<file path="src/rtl/ifmap_packer.sv">
// ifmap_packer: accepts a frame of raw ifmap elements (row_len * num_rows),
// tags each with start-of-row / end-of-row bits, buffers them in a small FIFO
// and presents them to the PE ifmap write port.
//   clk, rst_n         : clock, asynchronous active-low reset
//   start              : begin a frame (sampled only in IDLE)
//   row_len, num_rows  : frame geometry, latched on start
//   s_valid/s_data/s_ready : upstream element stream
//   m_data/m_wen/m_ready   : tagged output {sor, eor, element} to the PE
//   busy, done         : busy outside IDLE; done high for the single DONE cycle
module ifmap_packer #(
  parameter int DATA_WIDTH = 16,
  parameter int CNT_W      = 4,
  parameter int FIFO_DEPTH = 4
) (
  input  logic                  clk,
  input  logic                  rst_n,
  input  logic                  start,
  input  logic [CNT_W-1:0]      row_len,
  input  logic [CNT_W-1:0]      num_rows,
  input  logic                  s_valid,
  input  logic [DATA_WIDTH-1:0] s_data,
  output logic                  s_ready,
  output logic [DATA_WIDTH+1:0] m_data,
  output logic                  m_wen,
  input  logic                  m_ready,
  output logic                  busy,
  output logic                  done
);

  localparam int TW = 2 * CNT_W;
  localparam int AW = $clog2(FIFO_DEPTH);
  localparam int WW = DATA_WIDTH + 2;

  typedef enum logic [1:0] {IDLE, RUN, FLUSH, DONE} state_t;

  state_t           state;
  logic [CNT_W-1:0] row_len_q;
  logic [CNT_W-1:0] col_cnt;
  logic [CNT_W-1:0] row_cnt;
  logic [TW-1:0]    total;
  logic [TW-1:0]    acc_cnt;

  logic [WW-1:0]    mem [FIFO_DEPTH];
  logic [AW:0]      wr_ptr;
  logic [AW:0]      rd_ptr;

  logic             fifo_empty;
  logic             fifo_full;
  logic             accept;
  logic             out_load;
  logic             pop;
  logic             push;
  logic             last_col;
  logic [WW-1:0]    in_word;

  assign fifo_empty = (wr_ptr == rd_ptr);
  assign fifo_full  = (wr_ptr[AW] != rd_ptr[AW]) &&
                      (wr_ptr[AW-1:0] == rd_ptr[AW-1:0]);

  assign s_ready  = (state == RUN) && !fifo_full && (acc_cnt < total);
  assign accept   = s_valid && s_ready;

  // The output register may take a new word when it is empty or being drained.
  assign out_load = !m_wen || m_ready;
  assign pop      = out_load && !fifo_empty;
  // With an empty FIFO and a free output register the accepted word goes
  // straight to the output register, giving one-cycle latency; otherwise it
  // queues behind the words already buffered so ordering is preserved.
  assign push     = accept && !(out_load && fifo_empty);

  assign last_col = (col_cnt == row_len_q - CNT_W'(1));
  assign in_word  = {(col_cnt == '0), last_col, s_data};

  assign busy = (state != IDLE);
  assign done = (state == DONE);

  always_ff @(posedge clk) begin
    if (push) mem[wr_ptr[AW-1:0]] <= in_word;
  end

  always_ff @(posedge clk or negedge rst_n) begin
    if (!rst_n) begin
      state     <= IDLE;
      row_len_q <= '0;
      col_cnt   <= '0;
      row_cnt   <= '0;
      total     <= '0;
      acc_cnt   <= '0;
      wr_ptr    <= '0;
      rd_ptr    <= '0;
      m_wen     <= 1'b0;
      m_data    <= '0;
    end else begin
      case (state)
        IDLE: begin
          if (start) begin
            row_len_q <= row_len;
            total     <= TW'(row_len) * TW'(num_rows);
            acc_cnt   <= '0;
            col_cnt   <= '0;
            row_cnt   <= '0;
            state     <= (row_len == '0 || num_rows == '0) ? DONE : RUN;
          end
        end
        RUN: begin
          if (accept) begin
            acc_cnt <= acc_cnt + TW'(1);
            if (last_col) begin
              col_cnt <= '0;
              row_cnt <= row_cnt + CNT_W'(1);
            end else begin
              col_cnt <= col_cnt + CNT_W'(1);
            end
            if (acc_cnt == total - TW'(1)) state <= FLUSH;
          end
        end
        FLUSH: begin
          if (fifo_empty && !m_wen) state <= DONE;
        end
        DONE:    state <= IDLE;
        default: state <= IDLE;
      endcase

      if (push) wr_ptr <= wr_ptr + (AW+1)'(1);
      if (pop)  rd_ptr <= rd_ptr + (AW+1)'(1);

      if (out_load) begin
        if (!fifo_empty) begin
          m_wen  <= 1'b1;
          m_data <= mem[rd_ptr[AW-1:0]];
        end else if (accept) begin
          m_wen  <= 1'b1;
          m_data <= in_word;
        end else begin
          m_wen  <= 1'b0;
        end
      end
    end
  end

endmodule

</file>
<file path="config.mk">
export PLATFORM = sky130hd
export DESIGN_NAME = ifmap_packer
export DESIGN_NICKNAME = d
export VERILOG_FILES = /design/src/rtl/ifmap_packer.sv
export SDC_FILE = /design/constraint.sdc
export NUM_CORES = 1
export LEC_CHECK = 0
export CAP_MARGIN = 15
export CORE_ASPECT_RATIO = 1.1
export CORE_MARGIN = 2
export CORE_UTILIZATION = 45
export CTS_BUF_LIST = sky130_fd_sc_hd__clkbuf_8
export DETAILED_ROUTE_END_ITERATION = 7
export PLACE_DENSITY = 0.67
export SYNTH_ARGS = -nofsm -noshare
export SYNTH_HDL_FRONTEND = slang
export SYNTH_SLANG_ARGS = --single-unit
</file>
<file path="constraint.sdc">
create_clock -name clk -period 2.7 [get_ports clk]
set_clock_uncertainty 0.05 [all_clocks]
set_input_delay 0.54 -clock clk [delete_from_list [all_inputs] [get_ports clk]]
set_output_delay 0.54 -clock clk [all_outputs]
set_load 0.01 [all_outputs]
</file>
Word-level counts from Yosys, hierarchy flattened. Memory sizes are Yosys's and may differ from the RTL's. Cells that the tools add are included.

Latch bits: 0. Input port bits: 29. RAM bits: 72. Memories kept: 1. Word-level logic and storage cells: 74. ROM bits: 0. Register bits after elaboration: 51.

Order comparisons: 1. $mul: 1. Div/mod/pow operators: 0. Shift operators: 0. Bitwise logic cells: 0. Mux-type cells: 19. Reductions and logical operators: 24. $add $sub $neg: 6. Equality and inequality tests: 13.

Memories: mem (depth 4, bits a word 18, read ports 1, clocked after Yosys merged registers in 0, write ports 1, line 43) `logic [WW-1:0] mem [FIFO_DEPTH];`.

Operators by type and width (number): $mux 18 (2); $mux 8 (2); $pmux 8 s2 (1); $logic_not 4->1 (3); $mux 4 (3); $mux 2 (5); $add 8x1->8 const B (1); $eq 8x8->1 (1); $logic_and 1x1->1 (8); $lt 8x8->1 (1); $mul 4x4->8 (1); $pmux 2 s4 (1); $pmux 4 s2 (1); $sub 8x1->8 const B (1); $add 3x1->3 const B (2); $ne 2x2->1 const B (3); $add 4x1->4 const B (1); $eq 2x2->1 const B (2); $eq 4x4->1 (1); $logic_not 1->1 (4); $mux 1 (4); $ne 2x1->1 const B (2); $reduce_and 2->1 (2); $reduce_and 4->1 (1); 9 further kinds (11).

Longest topological paths before layout. Gate-level depths: netlist of run 1.

Depth after elaboration: 9. Mapped depth: 12.

Worst setup path after synthesis of run 1. OpenSTA, ideal clock, no wires.

Path kind: in2reg. Start: in num_rows[3]. End: reg total[7]. Buffers on the path: 0. Stages on the path: 11. Setup slack: -0.248 ns. Arrival time: 2.763 ns. Required time: 2.515 ns. Library setup time: 0.135 ns. Path through: nand2_1 > fa_1 > fa_1 > inv_1 > ha_1 > a21o_1 > a21oi_1 > o21bai_1 > a21oi_1 > xor2_1 > o21ai_0.

Longest elaborated chain between the ends: 1.

Ends and longest elaborated chain: start: declaration (line 19) `input logic [CNT_W-1:0] num_rows,`; $mul 4x4->8 (line 98) `total <= TW'(row_len) * TW'(num_rows);`; end signal: assignment (line 98); end: declaration (line 40) `logic [TW-1:0] total;`.

Every way passes these cells. A chain may end at the register's enable or synchronous reset.

Worst setup path after layout of run 1.
Start: reg total[5]. End: reg m_data[15].

Longest elaborated chain between the ends: 5.

Ends and longest elaborated chain: $lt 8x8->1 (line 60) `assign s_ready = (state == RUN) && !fifo_full && (acc_cnt < total);`; $logic_and 1x1->1 (line 60); $logic_and 1x1->1 (line 61) `assign accept = s_valid && s_ready;`; $ne 2x1->1 (no source line); $reduce_and 2->1 (no source line); end signal: assignment (line 130) `m_data <= mem[rd_ptr[AW-1:0]];`; end signal: assignment (line 133) `m_data <= in_word;`; end: declaration (line 23) `output logic [DATA_WIDTH+1:0] m_data,`.

Every way passes these cells.

==> metrics.md, run 1 <==
| Metric | Value |
|---|---|
| Num ports | 51 |
| Static leakage | 3.21 nW |
| Synthesized area per cell | 12.8 µm² |
| Area after DPL | 7240 µm² |
| Share of layout cells above drive strength 1 | 27.5% |
| Die extent in y | 127 µm |
| Vias | 4120 |
| Final setup vio count | 0 |
| Num Clock Sinks | 123 |
| Flop2flop setup slack | 0.05 ns |
| Post-Route WL | 13200 µm |
| Reg-to-reg endpoint | m_data[15]$_DFFE_PN0P_ |
| R2r startpoint | total[5]$_DFFE_PN0P_ |
| Detailed Routing Iterations Pass 1 | 4 |
| Slew Viols, Final | 0 |
| CP delay by family, top | simple AND/OR/NAND/NOR gates |
| Commonest non-fill, non-tap cell in the layout | edfxtp_1 |
| # nets final | 661 |
| Port bufs | 50 |
| Residual DRC count | 0 |
| ANT nets after route | 0 |
| Inserted Clock Buffers | 17 |
| Vias in the first global route | 4369 |
| Post-DP HPWL | 9070 µm |
| GRT Total Usage | 18.8% |
| Register-to-Register Path Depth | 10 |
| Cts hold-fix bufs | 0 |
| Synth Flop Type | edfxtp_1 |
| CTS Root Cell | clkbuf_8 |
| #FFs+latches synth | 123 |
| Core Util, Final | 59.0% |
| P&R area growth vs syn | 27.4% |
| Synth Cell Area | 6140 µm² |
| # diodes | 0 |
| First-pass GRT wire length | 21100 µm |
| Crit-path slowest cell | or3b_4 |
| Setup_tns | 0 ns |
| Fin crit share | 98.2% |
| Post-route minimum period | 2.65 ns |
| Design Area, Final | 7820 µm² |
| Crit path DAT | 2.91 ns |
| Critical-path maximum fanout | 4 |
| Fin. Hold Viols | 0 |
| Starting density of the core | 46.3% |
| CP Class | flip-flop to flip-flop |
| Worst Path Required | 2.96 ns |
| Inst Count DP | 750 |
| 1st-iter DRT viols | 312 |
| GP Congestion | 0.834 |
| Asr flop ratio synth | 41.5% |
| Fillcell total | 1083 |
| Largest net degree at the start of global routing | 30 |
| Crit-path cells | inv_2 > ha_4 > a21oi_2 > o2111ai_2 > or3b_4 > or2_4 > a21oi_4 > buf_12 > clkbuf_16 > mux2_2 |
| Startpoint Class | flip-flop |
| CTS Buffer Depth | 2 |
| Initial antenna violation count | 0 |
| Fmax | 377 MHz |
| Worst Slack Setup Final | 0.0476 ns |
| Worst IR Drop VDD | 0.415 mV |
| P per Cell Area | 1070 nW/µm² |
| Synth Warn # | 0 |
| Slew margin rel. | 59.6% |
| Die width | 115 µm |
| Worst Tran Pin Value | 0.605 ns |
| Post-route total power | 8.39 mW |
| Most frequent cells in the layout | edfxtp_1, nand2_1, dfrtp_1 |
| Total congestion overflow | 0 |
| Hold_ws | 0.0646 ns |
| Crit end category | flip-flop |
| H-tree depth | 4 |
| CP bufs+invs | 3 |
| Vias/cell | 5.21 |
| DP Worst Slack | -0.721 ns |
| Synth cell types | 50 |
| Max-cap violations | 0 |
| Sequential area share after synthesis | 56.0% |
| Final cell count without fillers | 791 |
| CTS tree | built |
| Skew-Pair Late Insertion Delay | 0.42 ns |
| Cell Rows | 44 |
| Die ar. | 14600 µm² |
| DR WL/cell | 16.7 µm |
| CTS clk-pin slew, worst paths | 0.08 ns |
| RSZ-0062 raised after global routing | false |
| Synth Net Count | 548 |
| Post-synth EDFFs | 72 |
| Min-delay worst type | input pin to asynchronous set/reset pin |
| Status | finished, final reports clean |
| Slowest stage delay, CP | 0.45 ns |
| Synthesized instance count | 481 |
| CORE AREA | 13300 µm² |
## layer usage
metal  track usage (%)  part of all wire [%]
met3              4.78                   4.0
met4              8.15                   2.4
met5                 0                     0
met1              21.5                    41
met2              32.9                    52
## cell families (layout without fill, tap and decap cells)
logic type,Yosys count,in the layout,share of synthesized area (%)
simple gates,148,148,11.4
flops,123,123,56.0
compound gates,58,58,6.23
mux,45,45,11.5
buf+inv,42,168,2.75
fa+ha+maj,38,38,8.23
xor+xnor,27,27,3.85
## synth_stat cells, drive strengths merged (2+ instances only)
master	count	area share, %
nand3	10	0.82
a21o	3	0.37
clkbuf	7	0.43
xor2	10	1.4
nor2b	2	0.20
inv	28	1.7
dfrtp	51	21
a21oi	12	1.2
or4	3	0.37
fa	4	1.3
nor3b	2	0.24
mux2	25	4.6
xnor2	17	2.4
nand2b	2	0.20
edfxtp	72	35
o31ai	10	1.2
and3	3	0.31
ha	34	6.9
nand4	3	0.31
buf	6	0.55
mux2i	2	0.33
o211ai	2	0.24
and4	2	0.29
a31oi	4	0.41
nor2	17	1.0
nor4	2	0.20
nand2	72	4.4
o21ai	16	1.3
mux4	18	6.6
and2	15	1.5
nor3	8	0.65
a2bb2oi	3	0.43
or2	4	0.45
## registers in the layout (all words and copies together) (netlist names), 3 cells and up
name       cells
wr_ptr         3
col_cnt        4
rd_ptr         3
mem           72
row_len_q      4
total          8
m_data        18
acc_cnt        8
## final cells by class
cell class,count,area (µm²),share of cell area [%]
clock buffer,17,234,2.99
clock inverter,15,200,2.56
inverter,29,109,1.39
multi-input combinational,316,2620,33.5
sequential,123,3440,44.0
tap,184,230,2.94
timing repair buffer,107,992,12.7
## power breakdown
group | total [mW] | internal, mW | switching, mW
clock network | 1.74 | 1.01 | 0.730
logic | 3.91 | 1.98 | 1.93
registers | 2.74 | 2.47 | 0.271
## worst max-delay path by stage
stage / start / cells past startpoint / slack [ns] / endpoint
finish: total[5]$_DFFE_PN0P_ / 10 / 0.05 / m_data[15]$_DFFE_PN0P_
global route: state[0]$_DFFE_PN0P_ / 4 / 0.001 / busy
CTS: total[1]$_DFFE_PN0P_ / 7 / -0.03 / s_ready
detailed placement: row_len[2] / 12 / -0.72 / total[7]$_DFFE_PN0P_
global placement: row_len[2] / 12 / -0.65 / total[7]$_DFFE_PN0P_
floorplan: row_len[2] / 11 / -0.05 / total[7]$_DFFE_PN0P_
## repair_timing
item / 4_1_cts / 5_1_grt
endpoints found under the setup margin: 12 / 88
pin swaps: 11 / 14
setup buffers: 1 / 5
cloned: 0 / 3
resized for setup: 15 / 20
No activity file was read; power rests on OpenSTA's default activity.
==> run 2, diff against run 1 <==
--- a/config.mk
+++ b/config.mk
@@ -8,10 +8,9 @@
 export CAP_MARGIN = 15
 export CORE_ASPECT_RATIO = 1.1
 export CORE_MARGIN = 2
-export CORE_UTILIZATION = 45
+export CORE_UTILIZATION = 36
 export CTS_BUF_LIST = sky130_fd_sc_hd__clkbuf_8
 export DETAILED_ROUTE_END_ITERATION = 7
-export PLACE_DENSITY = 0.67
 export SYNTH_ARGS = -nofsm -noshare
 export SYNTH_HDL_FRONTEND = slang
 export SYNTH_SLANG_ARGS = --single-unit
==> run 2 against run 1 <==
The flow now finishes with violations (negative setup slack). Clock power is 5% lower. Combinational power grew 7.2%. Critical path type unchanged. Critical endpoint is now m_data[11]$_DFFE_PN0P_. Worst hold slack improved by 0.016 ns. Final cell count grew 3.3%. Non-clock buffer count up 2. Global-route usage fell by 3.5 points. Wire length increased by 1.9%. Sequential share of layout area fell by 0.91 points. Register-to-register slack got worse by 0.098 ns. Via count grew 0.17%. Die area rose by 24%.
==> metrics.md, run 2 (synthesized netlist as in run 1, its figures left out) <==
| Metric | Value |
|---|---|
| Largest register FFs | 72 (unchanged) |
| Detailed Routing Iterations Pass 1 | 4 (unchanged) |
| DR WL/cell | 16.5 µm (-1.4%) |
| Startpoint Class | flip-flop |
| Die extent in y | 141 µm (+11%) |
| Port bufs | 50 (unchanged) |
| Largest net degree at the start of global routing | 28 (-6.7%) |
| CTS clk-pin slew, worst paths | 0.07 ns (about the same) |
| CTS Root Cell | clkbuf_8 |
| Failing checks | negative setup slack |
| Fin crit share | 102% (+3.6 points) |
| Slew Viols, Final | 0 (unchanged) |
| Residual DRC count | 0 (unchanged) |
| Fin. Hold Viols | 0 (unchanged) |
| Slowest stage delay, CP | 0.44 ns (about the same) |
| Status | finished, violations left |
| Critical-path maximum fanout | 3 (-1) |
| Skew-Pair Late Insertion Delay | 0.44 ns (+0.02 ns) |
| First-pass GRT wire length | 21200 µm (+0.39%) |
| Post-route minimum period | 2.75 ns (+0.0975 ns) |
| CP Class | flip-flop to flip-flop |
| Vias | 4127 (+0.17%) |
| Min-delay worst type | input pin to asynchronous set/reset pin |
| Share of layout cells above drive strength 1 | 28.4% (+0.89 points) |
| R2r startpoint | total[5]$_DFFE_PN0P_ |
| Slew margin rel. | 54.5% (-5.1 points) |
| Max-cap violations | 0 (unchanged) |
| Core Util, Final | 47.3% (-12 points) |
| Fmax | 364 MHz (-3.5%) |
| Static leakage | 3.28 nW (+2.1%) |
| Most frequent cells in the layout | edfxtp_1, nand2_1, dfrtp_1 |
| Num Clock Sinks | 123 (unchanged) |
| Vias/cell | 5.05 (-3.0%) |
| Cell Rows | 50 (+14%) |
| Most used cell, CP | a21oi_4 |
| Critical path startpoint | total[5]$_DFFE_PN0P_ |
| Num ports | 51 (unchanged) |
| Worst Path Required | 2.98 ns (+0.02 ns) |
| RSZ-0062 raised after global routing | true |
| Crit path DAT | 3.03 ns (+0.12 ns) |
| Inserted Clock Buffers | 17 (unchanged) |
| Hold_ws | 0.0802 ns (+0.0157 ns) |
| Total congestion overflow | 0 (unchanged) |
| Vias in the first global route | 4210 (-3.6%) |
| Worst IR Drop VDD | 0.450 mV (+8.3%) |
| Initial antenna violation count | 0 (unchanged) |
| Crit-path cells | inv_2 > ha_4 > a21oi_4 > o2111ai_4 > or3b_4 > or2_4 > a21oi_4 > clkbuf_16 > buf_8 > mux2_4 |
| Design Area, Final | 7990 µm² (+2.1%) |
| Area after DPL | 7240 µm² (about the same) |
| Cts hold-fix bufs | 0 (unchanged) |
| Crit end category | flip-flop |
| Worst Tran Pin Value | 0.682 ns (+0.0770 ns) |
| P per Cell Area | 1080 nW/µm² (+0.61%) |
| Seq. cell area | 3440 µm² (about the same) |
| Worst Slack Setup Final | -0.0500 ns (-0.0975 ns) |
| Die width | 129 µm (+11%) |
| Flop2flop setup slack | -0.05 ns (-0.10 ns) |
| 1st-iter DRT viols | 176 (-44%) |
| ANT nets after route | 0 (unchanged) |
| H-tree depth | 4 (unchanged) |
| # diodes | 0 (unchanged) |
| Starting density of the core | 36.4% (-9.9 points) |
| Commonest non-fill, non-tap cell in the layout | edfxtp_1 |
| Post-DP HPWL | 8840 µm (-2.6%) |
| CORE AREA | 16900 µm² (+27%) |
| GP Congestion | 0.898 (+7.7%) |
| CP bufs+invs | 3 (unchanged) |
| Die ar. | 18100 µm² (+24%) |
| P&R area growth vs syn | 30.1% |
| Final setup vio count | 8 (+8) |
| Post-Route WL | 13400 µm (+1.9%) |
| CTS Buffer Depth | 2 (unchanged) |
| Crit-path slowest cell | or3b_4 |
| Fillcell total | 1533 (+42%) |
| Setup_tns | -0.350 ns (-0.350 ns) |
| # nets final | 663 (+0.30%) |
| Area of the multi-input gates | 2740 µm² (+4.8%) |
| Post-route total power | 8.62 mW (+2.8%) |
| GRT Total Usage | 15.3% (-3.5 points) |
| CTS tree | built |
| CP delay by family, top | simple AND/OR/NAND/NOR gates |
==> run 2: cell types whose count changed in the layout (fill, tap and decap cells not counted), moves of 3 or more <==
cell,delta
mux2_4,+17
o31ai_1,-4
o31ai_2,+4
mux2_2,-17
ha_1,-3
clkbuf_2,-4
==> run 2: layout make-up <==
class	instances	share of cell area, %
multi-input cells	316	34.3
repair buffers	109	12.9
flip-flops and latches	123	43.0
clock inverters	15	2.18
clock buffers	17	2.93
well taps	208	3.26
inverters	29	1.36
==> run 2: metrics by stage <==
stage	cells	setup slack, ns
after floorplan	481	-0.0545
final	817	-0.0500
after global placement	768	-0.654
after global routing	817	-0.117
after detailed placement	768	-0.703
after CTS	801	-0.00515
==> run 2: report_power, final <==
group | switching [mW] | total [mW] | internal [mW]
logic | 1.99 | 4.19 | 2.20
registers | 0.302 | 2.77 | 2.47
clock network | 0.749 | 1.66 | 0.912
total | 3.04 | 8.62 | 5.58
==> run 2: per-layer routing <==
metal / global-route usage, % / share of wire [%] / vias up
met4: 5.43 / 1.4 / 0
met2: 26.4 / 51 / 105
met5: 0 / 0 / -
met3: 3.53 / 4.5 / 18
li1: - / - / 1974
met1: 18.8 / 43 / 2030
==> run 2: worst paths after layout <==
kind	cells past startpoint	end
worst max-delay path	10	m_data[11]$_DFFE_PN0P_
worst min-delay path	1	row_len_q[0]$_DFFE_PN0P_
worst max register to register	10	m_data[11]$_DFFE_PN0P_
worst min register to register	1	m_data[1]$_DFFE_PN0P_
max in group asynchronous	2	m_wen$_DFFE_PN0N_
min in group clk	3	row_len_q[2]$_DFFE_PN0P_
==> run 2: what timing repair did <==
action	in CTS	in global routing
pin swaps	12	17
cloned	0	1
resized for setup	13	54
endpoints found under the setup margin	5	51
hold endpoints to repair	0	0
buffers inserted	2	15
==> run 3, diff against run 2 <==
--- a/config.mk
+++ b/config.mk
@@ -5,7 +5,6 @@
 export SDC_FILE = /design/constraint.sdc
 export NUM_CORES = 1
 export LEC_CHECK = 0
-export CAP_MARGIN = 15
 export CORE_ASPECT_RATIO = 1.1
 export CORE_MARGIN = 2
 export CORE_UTILIZATION = 36
==> results of run 3 <==
The final DEF is identical to that of run 2; final timing and power are the same.
